<file path="src/rtl/lsu_ctrl.sv">
// Load/store control unit: turns byte/half/word requests into aligned word
// accesses on a word-only memory, with read-modify-write for sub-word stores.
module lsu_ctrl #(
  parameter int ADDR_W = 32
) (
  input  logic              clk_i,
  input  logic              rst_ni,
  input  logic              req_valid_i,
  output logic              req_ready_o,
  input  logic              req_we_i,
  input  logic [2:0]        req_funct3_i,
  input  logic [ADDR_W-1:0] req_addr_i,
  input  logic [31:0]       req_wdata_i,
  output logic              rsp_valid_o,
  output logic [31:0]       rsp_rdata_o,
  output logic              rsp_err_o,
  output logic [ADDR_W-1:0] mem_addr_o,
  output logic              mem_rd_en_o,
  input  logic [31:0]       mem_rdata_i,
  output logic              mem_wr_en_o,
  output logic [31:0]       mem_wdata_o
);

  typedef enum logic [1:0] {IDLE, READ, WRITE, RESP} state_e;

  state_e            state_q, state_d;
  logic              we_q, err_q;
  logic [2:0]        f3_q;
  logic [ADDR_W-1:0] addr_q;
  logic [31:0]       wdata_q, rword_q, rsp_rdata_q;
  logic              accept, req_bad;

  function automatic logic is_illegal(input logic we, input logic [2:0] f3,
                                      input logic [1:0] lo);
    logic bad;
    case (f3)
      3'b000:  bad = 1'b0;
      3'b001:  bad = lo[0];
      3'b010:  bad = (lo != 2'b00);
      3'b100:  bad = we;
      3'b101:  bad = we | lo[0];
      default: bad = 1'b1;
    endcase
    return bad;
  endfunction

  function automatic logic [31:0] load_extract(input logic [31:0] word,
                                               input logic [2:0] f3,
                                               input logic [1:0] lo);
    logic [7:0]  b;
    logic [15:0] h;
    logic [31:0] r;
    b = word[{lo, 3'b000} +: 8];
    h = lo[1] ? word[31:16] : word[15:0];
    case (f3)
      3'b000:  r = {{24{b[7]}}, b};
      3'b001:  r = {{16{h[15]}}, h};
      3'b100:  r = {24'd0, b};
      3'b101:  r = {16'd0, h};
      default: r = word;
    endcase
    return r;
  endfunction

  function automatic logic [31:0] store_merge(input logic [31:0] word,
                                              input logic [31:0] wd,
                                              input logic [2:0] f3,
                                              input logic [1:0] lo);
    logic [31:0] r;
    r = word;
    case (f3[1:0])
      2'b00:   r[{lo, 3'b000} +: 8]    = wd[7:0];
      2'b01:   r[{lo[1], 4'b0000} +: 16] = wd[15:0];
      default: r = wd;
    endcase
    return r;
  endfunction

  assign accept  = req_valid_i && (state_q == IDLE);
  assign req_bad = is_illegal(req_we_i, req_funct3_i, req_addr_i[1:0]);

  always_ff @(posedge clk_i or negedge rst_ni) begin
    if (!rst_ni) state_q <= IDLE;
    else         state_q <= state_d;
  end

  always_comb begin
    state_d = state_q;
    case (state_q)
      IDLE: begin
        if (req_valid_i) begin
          if (req_bad)                               state_d = RESP;
          else if (req_we_i && req_funct3_i == 3'b010) state_d = WRITE;
          else                                       state_d = READ;
        end
      end
      READ:    state_d = we_q ? WRITE : RESP;
      WRITE:   state_d = RESP;
      default: state_d = IDLE;
    endcase
  end

  always_comb begin
    req_ready_o = (state_q == IDLE);
    mem_rd_en_o = (state_q == READ);
    mem_wr_en_o = (state_q == WRITE);
    mem_addr_o  = '0;
    mem_wdata_o = '0;
    if (state_q == READ || state_q == WRITE)
      mem_addr_o = {addr_q[ADDR_W-1:2], 2'b00};
    // Merge uses the word registered in READ so the write data cannot glitch.
    if (state_q == WRITE)
      mem_wdata_o = store_merge(rword_q, wdata_q, f3_q, addr_q[1:0]);
    rsp_valid_o = (state_q == RESP);
    rsp_err_o   = (state_q == RESP) && err_q;
    rsp_rdata_o = rsp_rdata_q;
  end

  always_ff @(posedge clk_i) begin
    if (accept) begin
      we_q    <= req_we_i;
      f3_q    <= req_funct3_i;
      addr_q  <= req_addr_i;
      wdata_q <= req_wdata_i;
      err_q   <= req_bad;
    end
    if (state_q == READ) rword_q <= mem_rdata_i;
  end

  always_ff @(posedge clk_i or negedge rst_ni) begin
    if (!rst_ni)
      rsp_rdata_q <= '0;
    else if (accept && req_bad)
      rsp_rdata_q <= '0;
    else if (state_q == READ && !we_q)
      rsp_rdata_q <= load_extract(mem_rdata_i, f3_q, addr_q[1:0]);
  end

endmodule

</file>
<file path="config.mk">
export PLATFORM = sky130hd
export DESIGN_NAME = lsu_ctrl
export DESIGN_NICKNAME = d
export VERILOG_FILES = /design/src/rtl/lsu_ctrl.sv
export SDC_FILE = /design/constraint.sdc
export NUM_CORES = 1
export LEC_CHECK = 0
export CELL_PAD_IN_SITES_DETAIL_PLACEMENT = 1
export CELL_PAD_IN_SITES_GLOBAL_PLACEMENT = 1
export CORE_MARGIN = 1
export CORE_UTILIZATION = 40
export DETAILED_ROUTE_END_ITERATION = 10
export PLACE_DENSITY_LB_ADDON = 0.1
export SLEW_MARGIN = 15
export SYNTH_ARGS = -nofsm -noshare
export SYNTH_HDL_FRONTEND = slang
export SYNTH_SLANG_ARGS = --single-unit
</file>
<file path="constraint.sdc">
create_clock -name clk_i -period 4.3 [get_ports clk_i]
set_input_delay 0.645 -clock clk_i [delete_from_list [all_inputs] [get_ports clk_i]]
set_output_delay 0.645 -clock clk_i [all_outputs]
set_load 0.01 [all_outputs]
</file>
==> run summary <==
The buffer depth of the longest clock path is 2. The worst path in the final design needs a cycle of 3.785 ns, including I/O delays and setup. Once detailed placement completed, the half-perimeter wirelength came to 15.64 mm. Along the worst path, the maximum fanout reaches 10. The clock sink total is 135. The die is 130.9 um tall. After the first detailed-routing iteration, the DRC count stood at 362. edfxtp_1 is the most common cell in the netlist. Data arrives at the worst endpoint at 3.14 ns.

The power consumption came out at 5.796 mW. The routed via count divided by cell count is 5.682. The number of iterations in the first detailed-routing pass is 5.

The synthesized area per cell came out at 12.08 sq um. The final setup skew is 0.004886 ns. Setup repair after global routing left no endpoint under its margin.

In this run the power density over the cells is 615.1 mW/mm^2. The count of standard-cell rows is 46. The slew at the pin closest to its max-slew limit came out at 1.097 ns.

The first global-routing pass estimated 32.65 mm of wire. The highest clock rate is 264.2 MHz. The final cycle utilization of the critical path is 88.01%.

The filler-free cell count of the finished design is 969. In the synthesized netlist the dominant register cell turns out to be edfxtp_1. For this run, the register share of the synthesized area comes to 58.46%. The die area is 0.01713 sq mm. The maximum number of pins on one net before global-route repair came out at 50. The routed wirelength normalized by instance count is 22.57 um.

The analysis attributes to cell leakage a power of 3.571 nW. The worst setup slack after placement is 0.9385 ns. The commonest cells after synthesis are edfxtp_1, nand2_1, dfrtp_1. The total count of max-transition violations in the final report came out at 0. The total DRC errors in the routed layout is 0.

The compound-gate portion of the synthesized area is 20.30%. The final route contains 5506 vias. The hold buffer count at CTS came out at 0. Global routing finished with a remaining overflow of 0. The initial antenna violation count was 0. In the post-synthesis netlist, the biggest area contributors are edfxtp_1, dfrtp_1, a22o_1, mux2i_1, and2_1.

The category of the worst setup path launch point is a flip-flop. The clock insertion delay at the later pin of the skew report is 0.42 ns. Relative to the synthesized area, the layout overhead comes to 41.85%.

In the global route stage, overall resource usage came out at 25.89%. The number of enable-type register cells in the synthesized netlist is 101. The number of synthesized register bits is 135. The nature of the critical path endpoint is an output port. The cell count after synthesis came out at 550. The horizontal die dimension came out at 130.9 um. The area of the core came out at 0.01606 sq mm. The H-tree depth came out at 4. The instance count after placement with tap cells included is 937. The run finished with clean final reports. For this design the top-level I/O count stands at 204.

The post-CTS repair timing setup buffer count is 0. The mux contribution to synthesized area came out at 4.124%. Once routing completed, OpenROAD measured the worst setup slack at 0.5154 ns.

The quantity of gates resized following cts came out at 0. The worst-case headroom to the max-slew limit is 26.57%. For this run, the post-layout net count is 852.

Setup violations remaining at the end of the flow were counted as 0. After synthesis, the largest family of logic cells by area is compound AO/OA/AOI/OAI gates. The post-synthesis share of cell area spent on full adders, half adders and majority gates came out at 1.695%. The congestion estimate from routability-driven global placement came to 0.8831. The portion of synthesized cell area occupied by the leading cell type came out at 45.65%. The total clock buffers created by CTS is 17. Max-cap violations in this run came to 0.

For the worst setup path, the data required time is 3.65 ns. 0 antenna diodes ended up in the layout. The number of antenna-violating nets in the routed design is 0. The number of global-route vias before repair came out at 5686.

The synthesized netlist devotes 11.86% of its cell area to simple gates. The post-synth design cell area is 0.006644 sq mm. The initial cell density of the core came out at 41.37%. The share of flip-flops with an asynchronous set or reset is 25.19%. The post-synthesis cell type with the largest combined area is edfxtp_1. The final hold violation count came to 0. The clock transition at the register clock pins on the worst setup and hold paths after CTS came out at 0.06 ns. TritonCTS built the clock tree. The setup path with the least slack is of type reg -> out. The sum of negative setup slack is 0 ns.

The number of port buffers is 201. The peak ir drop on the vdd network is 0.0003751 V. The worst hold path belongs to the class reg -> reg.

The number of synthesis warnings is 0. The number of distinct standard cells referenced by the synthesized netlist is 49. After detailed routing, the total wire length is 21.87 mm. The synthesized netlist devotes 0% of its cell area to XOR and XNOR gates. The library cell used as clock root buffer is clkbuf_16.

Of the cells placed in the final design, the portion with a size suffix greater than 1 is 7.968%.
## per-layer routing
layer  part of all wire (%)  vias up  track usage [%]
met5                      0        -                0
met2                     50      229            43.76
met1                     42     2755            32.64
li1                       -     2493                -
met4                    1.6        0            7.843
met3                    6.5       29            6.596
## worst max-delay path: stages, from the launching register on
cell and delay (ns):
edfxtp_1 0.56, inv_2 0.11, ha_1 0.25, nor2_1 0.17
and4_1 0.41, a221oi_1 0.13, a2111oi_0 0.46, clkdlybuf4s50_1 0.63
## placed cells by master, fill, tap and decap left out, types with 9 or more instances in the layout
master and n:
nor2_1 9, o21ai_1 9, a221oi_1 23, nand2_1 48, ha_1 9, clkdlybuf4s50_1 201
a21oi_1 21, mux2i_1 24, and2_1 33, inv_1 10, clkbuf_16 17, a22oi_1 9
and3_1 16, nor2b_1 22, edfxtp_1 101, a22o_1 31, o22ai_1 23, a21o_1 18
buf_4 11, dfrtp_1 34
## power by group
part | total (mW) | internal (mW) | leakage, nW | switching [mW]
Sequential | 1.98 | 1.77 | 1.39 | 0.205
Combinational | 2.40 | 1.18 | 1.91 | 1.22
Clock | 1.42 | 0.866 | 0.276 | 0.554
## stage by stage
stage	hold WS [ns]	utilization (%)	area [sq um]
after floorplan	0.3494	-	6648
after global placement	0.4923	55.10	8848
after detailed placement	0.4908	55.10	8848
after CTS	0.5124	58.69	9424
after global routing	0.5287	58.69	9424
final	0.5127	58.69	9424
## cells by family (layout without fill, tap and decap cells)
kind of cell	Yosys count	count (layout)
buf+inv	56	258
other cells	1	2
flops	135	135
mux	26	26
compound gates	177	177
fa+ha+maj	9	9
simple gates	146	146
## state kept, by name (all words and copies together), names as in the netlist
name         flops
addr_q          32
we_q             1
rword_q         32
err_q            1
state_q          2
f3_q             3
wdata_q         32
rsp_rdata_o     32
## layout make-up
| cell class | instances | area, sq um |
|---|---|---|
| inverters | 13 | 48.80 |
| fillers | 1607 | 6634 |
| clock inverters | 12 | 128.9 |
| clock buffers | 20 | 446.7 |
| multi-input cells | 360 | 2531 |
| flip-flops and latches | 135 | 3884 |
| well taps | 216 | 270.3 |
| repair buffers | 213 | 2115 |
## final timing paths
kind / from / end / slack, ns / depth (start not counted)
max in group asynchronous: rst_ni / rsp_rdata_o[16] / 3.34 / 2
worst max register to register: state_q[1] / rsp_rdata_o[9] / 1.65 / 6
min in group asynchronous: rst_ni / rsp_rdata_o[28] / 0.65 / 2
worst max-delay path: addr_q[0] / mem_wdata_o[18] / 0.52 / 7
worst min-delay path: rsp_rdata_o[26] / rsp_rdata_o[26] / 0.51 / 1
worst min register to register: rsp_rdata_o[26] / rsp_rdata_o[26] / 0.51 / 1
Note: power is estimated with default switching activity, not from simulation.
